===== src/rtl/cell_plotter_if.sv =====
// Mouse-side grid inputs and frame-buffer-side pixel writes for cell_plotter.
// master drives the mouse grid signals and observes the pixel stream; slave is the plotter.
interface cell_plotter_if #(
    parameter int unsigned CELL_BITS   = 7,
    parameter int unsigned X_BITS      = 10,
    parameter int unsigned Y_BITS      = 9,
    parameter int unsigned COLOUR_BITS = 3
);
    // Grid selection and buttons, as registered by the mouse block
    logic [CELL_BITS-1:0]   cell_x;
    logic [CELL_BITS-1:0]   cell_y;
    logic                   button_left;
    logic                   button_right;
    logic                   button_middle;
    logic [COLOUR_BITS-1:0] colour_sel;

    // Pixel write stream towards the VGA adapter
    logic [X_BITS-1:0]      x;
    logic [Y_BITS-1:0]      y;
    logic [COLOUR_BITS-1:0] colour;
    logic                   plot;
    logic                   busy;
    logic                   done;

    modport master (
        output cell_x, cell_y, button_left, button_right, button_middle, colour_sel,
        input  x, y, colour, plot, busy, done
    );

    modport slave (
        input  cell_x, cell_y, button_left, button_right, button_middle, colour_sel,
        output x, y, colour, plot, busy, done
    );
endinterface


===== src/rtl/cell_plotter.sv =====
// Turns mouse grid selections into per-pixel frame-buffer writes.
// Left paints a 5x5 cell, right erases it, a middle-button rising edge clears the screen.
module cell_plotter #(
    parameter int unsigned SCREEN_WIDTH   = 640,
    parameter int unsigned SCREEN_HEIGHT  = 480,
    parameter int unsigned CELL_DIMENSION = 5,
    parameter int unsigned COLOUR_BITS    = 3,
    parameter int unsigned BG_COLOUR      = 0
) (
    input logic          CLOCK_50,
    input logic          reset,
    cell_plotter_if.slave bus
);
    localparam int unsigned MAX_DIM   = (SCREEN_WIDTH > SCREEN_HEIGHT) ? SCREEN_WIDTH
                                                                        : SCREEN_HEIGHT;
    localparam int unsigned CELL_BITS = $clog2(MAX_DIM / CELL_DIMENSION);
    localparam int unsigned X_BITS    = $clog2(SCREEN_WIDTH);
    localparam int unsigned Y_BITS    = $clog2(SCREEN_HEIGHT);
    localparam int unsigned CELLS_X   = SCREEN_WIDTH / CELL_DIMENSION;
    localparam int unsigned CELLS_Y   = SCREEN_HEIGHT / CELL_DIMENSION;

    localparam logic [X_BITS-1:0]      CELL_DIM_X    = X_BITS'(CELL_DIMENSION);
    localparam logic [Y_BITS-1:0]      CELL_DIM_Y    = Y_BITS'(CELL_DIMENSION);
    localparam logic [X_BITS-1:0]      CELL_LAST_X   = X_BITS'(CELL_DIMENSION - 1);
    localparam logic [Y_BITS-1:0]      CELL_LAST_Y   = Y_BITS'(CELL_DIMENSION - 1);
    localparam logic [X_BITS-1:0]      SCREEN_LAST_X = X_BITS'(SCREEN_WIDTH - 1);
    localparam logic [Y_BITS-1:0]      SCREEN_LAST_Y = Y_BITS'(SCREEN_HEIGHT - 1);
    localparam logic [COLOUR_BITS-1:0] BG            = COLOUR_BITS'(BG_COLOUR);

    // ST_FLUSH is the single cycle that retires plot and raises done
    localparam logic [1:0] ST_IDLE  = 2'd0;
    localparam logic [1:0] ST_PAINT = 2'd1;
    localparam logic [1:0] ST_CLEAR = 2'd2;
    localparam logic [1:0] ST_FLUSH = 2'd3;

    logic [1:0]             state_q, state_d;
    logic [X_BITS-1:0]      px_q, px_d;
    logic [Y_BITS-1:0]      py_q, py_d;
    logic [X_BITS-1:0]      base_x_q, base_x_d;
    logic [Y_BITS-1:0]      base_y_q, base_y_d;
    logic [COLOUR_BITS-1:0] col_q, col_d;
    logic [X_BITS-1:0]      x_q, x_d;
    logic [Y_BITS-1:0]      y_q, y_d;
    logic [COLOUR_BITS-1:0] colour_q, colour_d;
    logic                   plot_q, plot_d;
    logic                   busy_q, busy_d;
    logic                   done_q, done_d;
    logic                   mid_q, mid_d;
    logic                   last_valid_q, last_valid_d;
    logic [CELL_BITS-1:0]   last_cx_q, last_cx_d;
    logic [CELL_BITS-1:0]   last_cy_q, last_cy_d;
    logic [COLOUR_BITS-1:0] last_col_q, last_col_d;

    logic                   mid_rise;
    logic                   req_any;
    logic                   req_in_range;
    logic                   req_dup;
    logic                   req_accept;
    logic [COLOUR_BITS-1:0] req_col;

    // Decode the sampled request: left beats right, duplicates and off-screen cells are dropped
    always_comb begin
        mid_rise     = bus.button_middle & ~mid_q;
        req_any      = bus.button_left | bus.button_right;
        req_col      = bus.button_left ? bus.colour_sel : BG;
        req_in_range = (32'(bus.cell_x) < CELLS_X) && (32'(bus.cell_y) < CELLS_Y);
        req_dup      = last_valid_q && (bus.cell_x == last_cx_q) &&
                       (bus.cell_y == last_cy_q) && (req_col == last_col_q);
        req_accept   = req_any && req_in_range && !req_dup;
    end

    // Next-state: request acceptance, pixel scan for paint and clear, completion pulse
    always_comb begin
        state_d      = state_q;
        px_d         = px_q;
        py_d         = py_q;
        base_x_d     = base_x_q;
        base_y_d     = base_y_q;
        col_d        = col_q;
        x_d          = x_q;
        y_d          = y_q;
        colour_d     = colour_q;
        plot_d       = 1'b0;
        busy_d       = busy_q;
        done_d       = 1'b0;
        // Tracked every cycle so that middle edges arriving while busy are forgotten
        mid_d        = bus.button_middle;
        last_valid_d = last_valid_q;
        last_cx_d    = last_cx_q;
        last_cy_d    = last_cy_q;
        last_col_d   = last_col_q;

        case (state_q)
            ST_IDLE: begin
                busy_d = 1'b0;
                if (mid_rise) begin
                    state_d      = ST_CLEAR;
                    busy_d       = 1'b1;
                    px_d         = '0;
                    py_d         = '0;
                    col_d        = BG;
                    // After a clear every cell is background, so nothing may be skipped
                    last_valid_d = 1'b0;
                end else if (req_accept) begin
                    state_d      = ST_PAINT;
                    busy_d       = 1'b1;
                    px_d         = '0;
                    py_d         = '0;
                    base_x_d     = X_BITS'(bus.cell_x) * CELL_DIM_X;
                    base_y_d     = Y_BITS'(bus.cell_y) * CELL_DIM_Y;
                    col_d        = req_col;
                    last_valid_d = 1'b1;
                    last_cx_d    = bus.cell_x;
                    last_cy_d    = bus.cell_y;
                    last_col_d   = req_col;
                end
            end
            ST_PAINT: begin
                x_d      = base_x_q + px_q;
                y_d      = base_y_q + py_q;
                colour_d = col_q;
                plot_d   = 1'b1;
                if (px_q == CELL_LAST_X) begin
                    px_d = '0;
                    if (py_q == CELL_LAST_Y) begin
                        state_d = ST_FLUSH;
                    end else begin
                        py_d = py_q + 1'b1;
                    end
                end else begin
                    px_d = px_q + 1'b1;
                end
            end
            ST_CLEAR: begin
                x_d      = px_q;
                y_d      = py_q;
                colour_d = col_q;
                plot_d   = 1'b1;
                if (px_q == SCREEN_LAST_X) begin
                    px_d = '0;
                    if (py_q == SCREEN_LAST_Y) begin
                        state_d = ST_FLUSH;
                    end else begin
                        py_d = py_q + 1'b1;
                    end
                end else begin
                    px_d = px_q + 1'b1;
                end
            end
            ST_FLUSH: begin
                busy_d  = 1'b0;
                done_d  = 1'b1;
                state_d = ST_IDLE;
            end
            default: begin
                state_d = ST_IDLE;
                busy_d  = 1'b0;
            end
        endcase
    end

    // State and output registers; reset aborts any operation in flight
    always_ff @(posedge CLOCK_50 or negedge reset) begin
        if (!reset) begin
            state_q      <= ST_IDLE;
            px_q         <= '0;
            py_q         <= '0;
            base_x_q     <= '0;
            base_y_q     <= '0;
            col_q        <= '0;
            x_q          <= '0;
            y_q          <= '0;
            colour_q     <= '0;
            plot_q       <= 1'b0;
            busy_q       <= 1'b0;
            done_q       <= 1'b0;
            mid_q        <= 1'b0;
            last_valid_q <= 1'b0;
            last_cx_q    <= '0;
            last_cy_q    <= '0;
            last_col_q   <= '0;
        end else begin
            state_q      <= state_d;
            px_q         <= px_d;
            py_q         <= py_d;
            base_x_q     <= base_x_d;
            base_y_q     <= base_y_d;
            col_q        <= col_d;
            x_q          <= x_d;
            y_q          <= y_d;
            colour_q     <= colour_d;
            plot_q       <= plot_d;
            busy_q       <= busy_d;
            done_q       <= done_d;
            mid_q        <= mid_d;
            last_valid_q <= last_valid_d;
            last_cx_q    <= last_cx_d;
            last_cy_q    <= last_cy_d;
            last_col_q   <= last_col_d;
        end
    end

    assign bus.x      = x_q;
    assign bus.y      = y_q;
    assign bus.colour = colour_q;
    assign bus.plot   = plot_q;
    assign bus.busy   = busy_q;
    assign bus.done   = done_q;
endmodule


===== src/flat_wrapper.sv =====
// flat-port wrapper written by rule: the top's interface ports become plain ports
module cell_plotter_flat 
#(
    parameter int unsigned SCREEN_WIDTH   = 640,
    parameter int unsigned SCREEN_HEIGHT  = 480,
    parameter int unsigned CELL_DIMENSION = 5,
    parameter int unsigned COLOUR_BITS    = 3,
    parameter int unsigned BG_COLOUR      = 0
)
  (CLOCK_50, reset, bus_cell_x, bus_cell_y, bus_button_left, bus_button_right, bus_button_middle, bus_colour_sel, bus_x, bus_y, bus_colour, bus_plot, bus_busy, bus_done);
  cell_plotter_if #(.CELL_BITS(7), .X_BITS(10), .Y_BITS(9), .COLOUR_BITS(COLOUR_BITS)) bus_i ();
  input logic CLOCK_50;
  input logic reset;
  input wire logic [$bits(bus_i.cell_x)-1:0] bus_cell_x;
  input wire logic [$bits(bus_i.cell_y)-1:0] bus_cell_y;
  input wire logic [$bits(bus_i.button_left)-1:0] bus_button_left;
  input wire logic [$bits(bus_i.button_right)-1:0] bus_button_right;
  input wire logic [$bits(bus_i.button_middle)-1:0] bus_button_middle;
  input wire logic [$bits(bus_i.colour_sel)-1:0] bus_colour_sel;
  output wire logic [$bits(bus_i.x)-1:0] bus_x;
  output wire logic [$bits(bus_i.y)-1:0] bus_y;
  output wire logic [$bits(bus_i.colour)-1:0] bus_colour;
  output wire logic [$bits(bus_i.plot)-1:0] bus_plot;
  output wire logic [$bits(bus_i.busy)-1:0] bus_busy;
  output wire logic [$bits(bus_i.done)-1:0] bus_done;
  assign bus_i.cell_x = bus_cell_x;
  assign bus_i.cell_y = bus_cell_y;
  assign bus_i.button_left = bus_button_left;
  assign bus_i.button_right = bus_button_right;
  assign bus_i.button_middle = bus_button_middle;
  assign bus_i.colour_sel = bus_colour_sel;
  assign bus_x = bus_i.x;
  assign bus_y = bus_i.y;
  assign bus_colour = bus_i.colour;
  assign bus_plot = bus_i.plot;
  assign bus_busy = bus_i.busy;
  assign bus_done = bus_i.done;
  cell_plotter #(.SCREEN_WIDTH(SCREEN_WIDTH), .SCREEN_HEIGHT(SCREEN_HEIGHT), .CELL_DIMENSION(CELL_DIMENSION), .COLOUR_BITS(COLOUR_BITS), .BG_COLOUR(BG_COLOUR)) u_core (.CLOCK_50(CLOCK_50), .reset(reset), .bus(bus_i));
endmodule

===== config.mk =====
export PLATFORM = sky130hd
export DESIGN_NAME = cell_plotter_flat
export DESIGN_NICKNAME = d
export VERILOG_FILES = /design/src/rtl/cell_plotter_if.sv /design/src/rtl/cell_plotter.sv /design/src/flat_wrapper.sv
export SDC_FILE = /design/constraint.sdc
export NUM_CORES = 1
export LEC_CHECK = 0
export CAP_MARGIN = 20
export CORE_MARGIN = 5
export CORE_UTILIZATION = 40
export CTS_BUF_LIST = sky130_fd_sc_hd__clkbuf_4 sky130_fd_sc_hd__clkbuf_8
export CTS_CLUSTER_SIZE = 24
export DETAILED_ROUTE_END_ITERATION = 8
export GPL_ROUTABILITY_DRIVEN = 0
export PLACE_DENSITY = 0.64
export REMOVE_ABC_BUFFERS = 1
export SKIP_LAST_GASP = 1
export SLEW_MARGIN = 20
export SYNTH_ARGS = -nofsm -noshare
export SYNTH_HDL_FRONTEND = slang
export SYNTH_SLANG_ARGS = --single-unit

===== constraint.sdc =====
create_clock -name CLOCK_50 -period 6.2 [get_ports CLOCK_50]
set_clock_uncertainty 0.1 [all_clocks]
set_input_delay 0.93 -clock CLOCK_50 [delete_from_list [all_inputs] [get_ports CLOCK_50]]
set_output_delay 0.93 -clock CLOCK_50 [all_outputs]
set_load 0.01 [all_outputs]

* After elaboration in Yosys (flattened, before gate mapping)
Cells that the tools add are included.
** Word-level totals
- Output and inout bits :: 25
- Input port bits :: 22
- Register bits after elaboration :: 87
** Operators by class
- Multipliers :: 2
- Equal/unequal tests :: 17
- Muxes and demuxes :: 31
- Reductions and logical operators :: 17
- $add $sub $neg :: 4
- Magnitude comparators :: 1
- Bitwise operators :: 4
** Operator list (number)
- 9-bit two-way mux :: 6
- 10-bit two-way mux :: 4
- 10-bit one-hot mux with 3 select lines :: 1
- 9-bit one-hot mux with 3 select lines :: 1
- 10-bit one-hot mux with 2 select lines :: 1
- 9-bit one-hot mux with 2 select lines :: 1
- 7-bit == test :: 2
- 2-bit two-way mux :: 6
- 10-bit by 1-bit adder with 10-bit output (second input constant) :: 1
- 10-bit adder :: 1
- 10-bit == test (second input constant) :: 1
- 10-bit by 3-bit == test with 1-bit output (second input constant) :: 1
- 7-bit by 3-bit multiplier with 10-bit output (second input constant) :: 1
- 9-bit by 1-bit adder with 9-bit output (second input constant) :: 1
- 9-bit adder :: 1
- 9-bit by 3-bit == test with 1-bit output (second input constant) :: 1
- 9-bit == test (second input constant) :: 1
- 7-bit by 3-bit multiplier with 9-bit output (second input constant) :: 1
- 3-bit two-way mux :: 3
- 2-bit by 1-bit != test with 1-bit output (second input constant) :: 4
- 2-bit one-hot mux with 4 select lines :: 1
- 7-bit less-than comparator (second input constant) :: 1
- 1-bit two-way mux :: 6
- 6-bit AND reduction :: 1
- other kinds (18) :: 28

* Logic depth before layout (Yosys ltp)
Gate-level depths: netlist of the first run.
- Depth after elaboration :: 9
- Depth in mapped cells :: 10

* Worst setup path before layout of the first run
No wires, ideal clock.
- Path type :: input port to flip-flop
- From :: input port bus_colour_sel[2]
- To :: register u_core.last_cx_q[4]
- Data arrival time :: 2.460 ns
- Path slack :: 3.515 ns
- Buffers on the path :: 1
- Cell stages on the path :: 7
- Library setup time :: 0.125 ns
- Cell sequence :: nand2_1 xnor2_1 nor4_1 nand3_1 nand3_1 buf_4 mux2_2
** Between the ends
- Longest elaborated chain between the ends :: 6
** Ends and longest elaborated chain
- start: declaration :: RTL line flat_wrapper.sv:19 : input wire logic [$bits(bus_i.colour_sel)-1:0] bus_colour_sel;
- 3-bit two-way mux :: RTL line cell_plotter.sv:65 : req_col = bus.button_left ? bus.colour_sel : BG;
- 3-bit == test :: RTL line cell_plotter.sv:68 : (bus.cell_y == last_cy_q) && (req_col == last_col_q);
- 1-bit logical AND :: RTL line cell_plotter.sv:68
- 1-bit logical NOT :: RTL line cell_plotter.sv:69 : req_accept = req_any && req_in_range && !req_dup;
- 1-bit logical AND :: RTL line cell_plotter.sv:69
- 3-bit AND reduction (no source line)
- end signal: assignment :: RTL line cell_plotter.sv:197 : last_cx_q <= last_cx_d;
- end: declaration :: RTL line cell_plotter.sv:50 : logic [CELL_BITS-1:0] last_cx_q, last_cx_d;
No other way between the ends.
A chain may end at the register's enable or synchronous reset.

* Worst setup path in the final report of the first run
- From :: input port bus_button_left
- To :: register u_core.py_q[0]
** Between the ends
- Longest elaborated chain between the ends :: 7
- Elaborated cells between the ends (all ways) :: 9
- Classes of those cells :: eq/ne (2); mux (1); bitwise (1); reduce/logical (5)
** Ends and longest elaborated chain
- start: declaration :: RTL line flat_wrapper.sv:16 : input wire logic [$bits(bus_i.button_left)-1:0] bus_button_left;
- 3-bit two-way mux :: RTL line cell_plotter.sv:65
- 3-bit == test :: RTL line cell_plotter.sv:68
- 1-bit logical AND :: RTL line cell_plotter.sv:68
- 1-bit logical NOT :: RTL line cell_plotter.sv:69
- 1-bit logical AND (*) :: RTL line cell_plotter.sv:69
- 3-bit by 1-bit != test with 1-bit output (no source line) (*)
- 6-bit AND reduction (no source line) (*)
- end signal: assignment :: RTL line cell_plotter.sv:185 : py_q <= py_d;
- end: declaration :: RTL line cell_plotter.sv:38 : logic [Y_BITS-1:0] py_q, py_d;
Mark *: on every way between the ends. The rest lies on a longest branch, timed or not.

==> flow_metrics.env, run 1 <==
export IMPL_fin_crit_sh=0.549
export IMPL_synthTopCellsByCount="dfrtp_1, ha_1, a21oi_1"
export IMPL_place_area_um2=6080
export IMPL_hold_buffers=0
export IMPL_clock_root_buffer="clkbuf_8"
export IMPL_r2r_slack_ns=2.91
export IMPL_wirelength_mm=12.7
export IMPL_r2r_end="u_core.py_q[4]"
export IMPL_io_buffers=46
export IMPL_netlist_area_leader_share=0.377
export IMPL_synthArstFlopShare=1.00
export IMPL_cts_buffers=9
export IMPL_ys_seq_area_frac=0.377
export IMPL_ir_worst_vdd_uv=187
export IMPL_dp_hpwl_mm=9.47
export IMPL_worstSetupPathType="input pin to flop"
export IMPL_dieWidth_um=127
export IMPL_wl_met2_mm=6.06
export IMPL_power_density_nw_per_um2=503
export IMPL_cp_data_required_time_ns=6.38
export IMPL_grt_max_degree=84
export IMPL_hp_class="flop to flop"
export IMPL_clock_sinks=83
export IMPL_maxCapViolations=0
export IMPL_ys_warn_count=0
export IMPL_cts_tree="yes"
export IMPL_cts_max_path_buffers=2
export IMPL_hold_ws_ns=0.393
export IMPL_synth_fa_ha_area_frac=0.117
export IMPL_min_delay_start="u_core.bus.busy"
export IMPL_final_hold_viol_count=0
export IMPL_finalSetupViolCount=0
export IMPL_synth_area_um2=5510
export IMPL_num_vias=4336
export IMPL_cts_setup_buffers=0
export IMPL_worst_slew_pin_slew_ns=0.848
export IMPL_r2r_cells=7
export IMPL_antenna_cells=0
export IMPL_area_growth_pct=13.9
export IMPL_start_util=0.413
export IMPL_core_um2=13300
export IMPL_rows=42
export IMPL_dr_pass1_iters=5
export IMPL_finalMaxSlewViolations=0
export IMPL_cp_max_fo=14
export IMPL_hold_end="u_core.bus.busy"
export IMPL_antenna_found_initial=0
export IMPL_drt_met1_wl_mm=5.85
export IMPL_drive_gt1_frac=0.117
export IMPL_synth_compound_area_frac=0.159
export IMPL_syn_instance_count=559
export IMPL_grt_overflow=0
export IMPL_drt_initial_drc_count=298
export IMPL_synth_most_common_cell="dfrtp_1"
export IMPL_post_route_cell_area_um2=6270
export IMPL_slew_headroom=0.435
export IMPL_synth_edf_count=0
export IMPL_worstSetupStartpointType="input pin"
export IMPL_rsz0062_at_grt="no"
export IMPL_synthXorXnorAreaFrac=0.0525
export IMPL_yosys_top_cells_area="dfrtp_1, ha_1, mux2_2"
export IMPL_finalNetCount=665
export IMPL_ys_seq_elements=83
export IMPL_outcome="complete, no violations"
export IMPL_cp_end_kind="flop"
export IMPL_whs_path_depth=2
export IMPL_timing_rr_start="u_core.state_q[1]"
export IMPL_yosys_area_share_simple=0.161
export IMPL_routedWlPerCell_um=16.4
export IMPL_synthMuxAreaShare=0.0904
export IMPL_synth_top_area_cell="dfrtp_1"
export IMPL_p_leak_uw=0.00281
export IMPL_ys_types=64
export IMPL_cp_arrival_ns=3.59
export IMPL_routed_top_layer="met4"
export IMPL_avgViaCountPerCell=5.59
export IMPL_finalSetupTns_ns=0
export IMPL_htreeDepth=3
export IMPL_ys_dominant_reg_cell="dfrtp_1"
export IMPL_met3_length_um=531
export IMPL_avgSynthCellArea_um2=9.86
export IMPL_die_h_um=127
export IMPL_clk_pin_slew_ns=0.08
export IMPL_io_pins=47
export IMPL_grt_pass1_vias=4219
export IMPL_fmax_mhz=294
export IMPL_clkLatencyLatePin_ns=0.37
export IMPL_dieArea_um2=16200
export IMPL_finalCriticalPeriod_ns=3.40
export IMPL_drcViolationCount=0
export IMPL_grtUsageTotal=0.162
export IMPL_fill_cells=1281
export IMPL_grt_pass1_wl_mm=21.3
export IMPL_ctsResizeCount=0
export IMPL_synth_top_family_by_area="simple AND/OR/NAND/NOR gates"
export IMPL_ant_nets=0
## how the worst max path moves through the flow
stage	start	end	slack, ns
6_report	bus_button_left	u_core.py_q[0]	2.80
2_1_floorplan	bus_colour_sel[2]	u_core.base_x_q[2]	3.04
3_5_place_dp	bus_cell_x[3]	u_core.last_cx_q[2]	2.45
5_1_grt	bus_button_left	u_core.last_cx_q[2]	2.65
3_3_place_gp	bus_cell_y[1]	u_core.last_cx_q[1]	2.51
4_1_cts	bus_button_left	u_core.last_cx_q[2]	2.86
## critical path, cell delays in order
cell and delay, ns:
clkdlybuf4s50_1 0.54, nand2_1 0.12, xnor2_1 0.14, nor4_1 0.41
nand4_1 0.67, nand3_1 0.52, mux2i_1 0.25
## through the flow
step	utilization	power, uW	instances	setup slack, ns
6_report	0.470	3150	775	2.80
5_1_grt	0.470	3430	775	2.65
4_1_cts	0.470	3180	775	2.86
3_5_place_dp	0.456	2790	759	2.45
3_3_place_gp	0.456	2730	759	2.51
2_1_floorplan	-	2220	534	3.04
## layout by cell type (no fill, tap or decap), drive strengths merged, types with 5 or more instances in the layout
cell and count:
dfrtp 83, ha 45, clkdlybuf4s50 45, a21oi 43, nor2 39, mux2 35, nand2 34, inv 30
nand3 25, xnor2 24, o21ai 15, clkbuf 14, nand4 12, mux2i 10, a21o 10, xor2 9
and3 9, a22o 8, and2 8, o21bai 7, a31oi 6, a41oi 6, nor3 5, nor2b 5
a22oi 5, nor4b 5
## routing by layer
metal	global-route usage	up-vias
met4	0.0625	0
met1	0.220	2114
met2	0.261	95
met3	0.0242	21
met5	0	-
li1	-	2106
## kinds of logic (layout without fill, tap and decap cells)
family                   after synthesis  after routing
AO/OA/AOI/OAI                        127            127
XOR/XNOR                              33             33
adder cells (fa/ha/maj)               49             49
buffers and inverters                 55             95
multiplexers                          45             45
AND/OR/NAND/NOR                      167            167
flip-flops                            83             83
## cell type report
type	count	area, um^2	area share
Multi-Input combinational cell	421	3190	0.509
Clock inverter	2	10.0	0.00160
Tap cell	176	220	0.0351
Sequential cell	83	2080	0.331
Clock buffer	14	174	0.0277
Timing Repair Buffer	49	484	0.0772
Inverter	30	113	0.0180
## flip-flops by register name, indices dropped and copies added (netlist names), 2 cells and up
register,cells
u_core.bus.x,10
u_core.px_q,10
u_core.bus.y,9
u_core.py_q,9
u_core.base_x_q,8
u_core.base_y_q,7
u_core.last_cx_q,7
u_core.last_cy_q,7
u_core.bus.colour,3
u_core.col_q,3
u_core.last_col_q,3
u_core.state_q,2
## where the power goes
part	switching [uW]	leakage (uW)	total (uW)	internal, uW
Sequential	226	0.00101	1020	795
Combinational	919	0.00169	1760	840
Clock	194	0.000101	374	180
Total	1340	0.00281	3150	1810
Power figures use the tool's default switching activity.
==> inputs of run 2 (changes only) <==
Settings changed: PLACE_DENSITY 0.64 to 0.66.
Clock period 6.2 ns to 3 ns, I/O delays scaled along.
==> run 2 against run 1 <==
Compared with the run above: power increased by 120%; critical path depth unchanged; setup slack got worse by 2.6 ns; core utilization increased by 2.0 points; non-clock buffer count increased by 22; sequential cell count unchanged; register-to-register slack got worse by 2.7 ns; first-iteration DRC count decreased by 3.0%; global-route usage increased by 0.44 points; routed wire length increased by 3.2%; combinational power increased by 120%; largest cell class unchanged; largest power group unchanged.
==> flow_metrics.env, run 2 (synthesis gave the netlist of run 1 again) <==
export IMPL_die_h_um=127
export IMPL_cp_end_kind="flop"
export IMPL_power_frac_clock=0.149
export IMPL_finalNetCount=687
export IMPL_htreeDepth=3
export IMPL_final_hold_viol_count=0
export IMPL_finalSetupTns_ns=0
export IMPL_rows=42
export IMPL_drive_gt1_frac=0.148
export IMPL_clock_sinks=83
export IMPL_outcome="complete, no violations"
export IMPL_maxCapViolations=0
export IMPL_grtUsageTotal=0.166
export IMPL_internal_power_uw=4100
export IMPL_cts_tree="yes"
export IMPL_layout_commonest_cell="dfrtp_1"
export IMPL_fmax_mhz=359
export IMPL_finalPower_uw=6920
export IMPL_cp_arrival_ns=2.95
export IMPL_finalCriticalPeriod_ns=2.79
export IMPL_antenna_cells=0
export IMPL_dieArea_um2=16200
export IMPL_pre_cts_ws_ns=0.126
export IMPL_p_leak_uw=0.00296
export IMPL_cts_max_path_buffers=2
export IMPL_slowest_delay_ns=0.52
export IMPL_dieWidth_um=127
export IMPL_grt_pass1_vias=4449
export IMPL_routedWlPerCell_um=16.4
export IMPL_worstSetupStartpointType="flop"
export IMPL_cts_buffers=9
export IMPL_start_util=0.413
export IMPL_cp_data_required_time_ns=3.17
export IMPL_final_cells=797
export IMPL_grt_max_degree=51
export IMPL_finalSetupViolCount=0
export IMPL_io_buffers=46
export IMPL_cp_slowest_cell="or4_1"
export IMPL_fin_ws_ns=0.214
export IMPL_grt_overflow=0
export IMPL_hold_buffers=0
export IMPL_drcViolationCount=0
export IMPL_cp_max_fo=5
export IMPL_clkLatencyLatePin_ns=0.36
export IMPL_wirelength_mm=13.1
export IMPL_num_vias=4407
export IMPL_clock_root_buffer="clkbuf_8"
export IMPL_core_um2=13300
export IMPL_hp_class="input pin to asynchronous set/reset pin"
export IMPL_avgViaCountPerCell=5.53
export IMPL_ant_nets=0
export IMPL_power_density_nw_per_um2=1060
export IMPL_dr_pass1_iters=4
export IMPL_worstSetupPathType="flop to flop"
export IMPL_finalMaxSlewViolations=0
export IMPL_swShare=0.407
export IMPL_mostFrequentLayoutCells="dfrtp_1, ha_1, clkdlybuf4s50_1"
export IMPL_clk_pin_slew_ns=0.08
export IMPL_ir_worst_vdd_uv=461
export IMPL_slew_headroom=0.531
export IMPL_dp_cells=781
export IMPL_grt_pass1_wl_mm=22.1
export IMPL_utilization=0.490
export IMPL_dp_hpwl_mm=9.90
export IMPL_worst_slew_pin_slew_ns=0.701
export IMPL_rsz0062_at_grt="no"
export IMPL_cts_setup_buffers=0
export IMPL_drt_initial_drc_count=289
export IMPL_ctsResizeCount=0
export IMPL_fin_crit_sh=0.929
export IMPL_io_pins=47
export IMPL_crit_chain="ha_1 > nand4_1 > or4_1 > or3_1 > a221oi_4 > mux2_4 > a311oi_1"
export IMPL_seq_power_share=0.296
export IMPL_p_sw_uw=2810
export IMPL_area_growth_pct=18.6
export IMPL_antenna_found_initial=0
export IMPL_pwr_share_comb=0.555
## run 2: changes by cell type in the layout (fill, tap and decap cells not counted), sizes merged
cell,previous run,this run
buf,4,26
bufinv,0,3
clkbuf,14,12
clkinv,2,1
## run 2: path summary, 6_finish.rpt
kind	to	cells past startpoint	slack, ns	startpoint
setup / recovery	u_core.state_q[0]	7	0.21	u_core.py_q[0]
hold reg to reg	u_core.bus.y[2]	1	0.41	u_core.bus.y[2]
max in group asynchronous	u_core.py_q[2]	2	2.08	reset
setup reg to reg	u_core.state_q[0]	7	0.21	u_core.py_q[0]
min in group CLOCK_50	u_core.bus.y[2]	1	0.41	u_core.bus.y[2]
hold / removal	u_core.bus.x[4]	1	0.009	reset
## run 2: layout make-up
type                    instances  area (um^2)
clock buffers                  12          165
repair buffers                 71          671
clock inverters                 4         95.1
multi-input cells             421         3190
inverters                      30          113
well taps                     176          220
flip-flops and latches         83         2080
fillers                      1250         6810
## run 2: worst max-delay path: cells and delay by family (launching register included)
| kind | cells | cell delay (ns) |
|---|---|---|
| flip-flops | 1 | 0.43 |
| adder cells (fa/ha/maj) | 1 | 0.25 |
| AO/OA/AOI/OAI | 2 | 0.55 |
| multiplexers | 1 | 0.33 |
| AND/OR/NAND/NOR | 3 | 1.02 |
## run 2: power by group through the flow
stage	registers [uW]	clock network [uW]	logic [uW]
floorplan	2060	0	2540
global placement	2050	0	3720
detailed placement	2070	0	3830
CTS	2050	1050	3860
global route	2120	1100	4260
finish	2050	1030	3840
## run 2: metrics by stage
stage | cell area, um^2 | hold WS, ns
3_3_place_gp | 6270 | 0.387
3_5_place_dp | 6270 | 0.393
5_1_grt | 6540 | 0.0649
2_1_floorplan | 5380 | 0.0544
6_report | 6540 | 0.00897
4_1_cts | 6540 | 0.0250
## run 2: routing by layer
metal	up-vias	wire length, um	global-route usage
met5	-	0	0
met4	0	298	0.0700
met3	21	532	0.0200
met2	119	6260	0.269
met1	2127	5990	0.226
li1	2140	-	-
==> inputs of run 3 (changes only) <==
Settings changed: TNS_END_PERCENT set to 100.
==> results of run 3 <==
The final DEF is identical to that of run 2; final timing and power are the same.
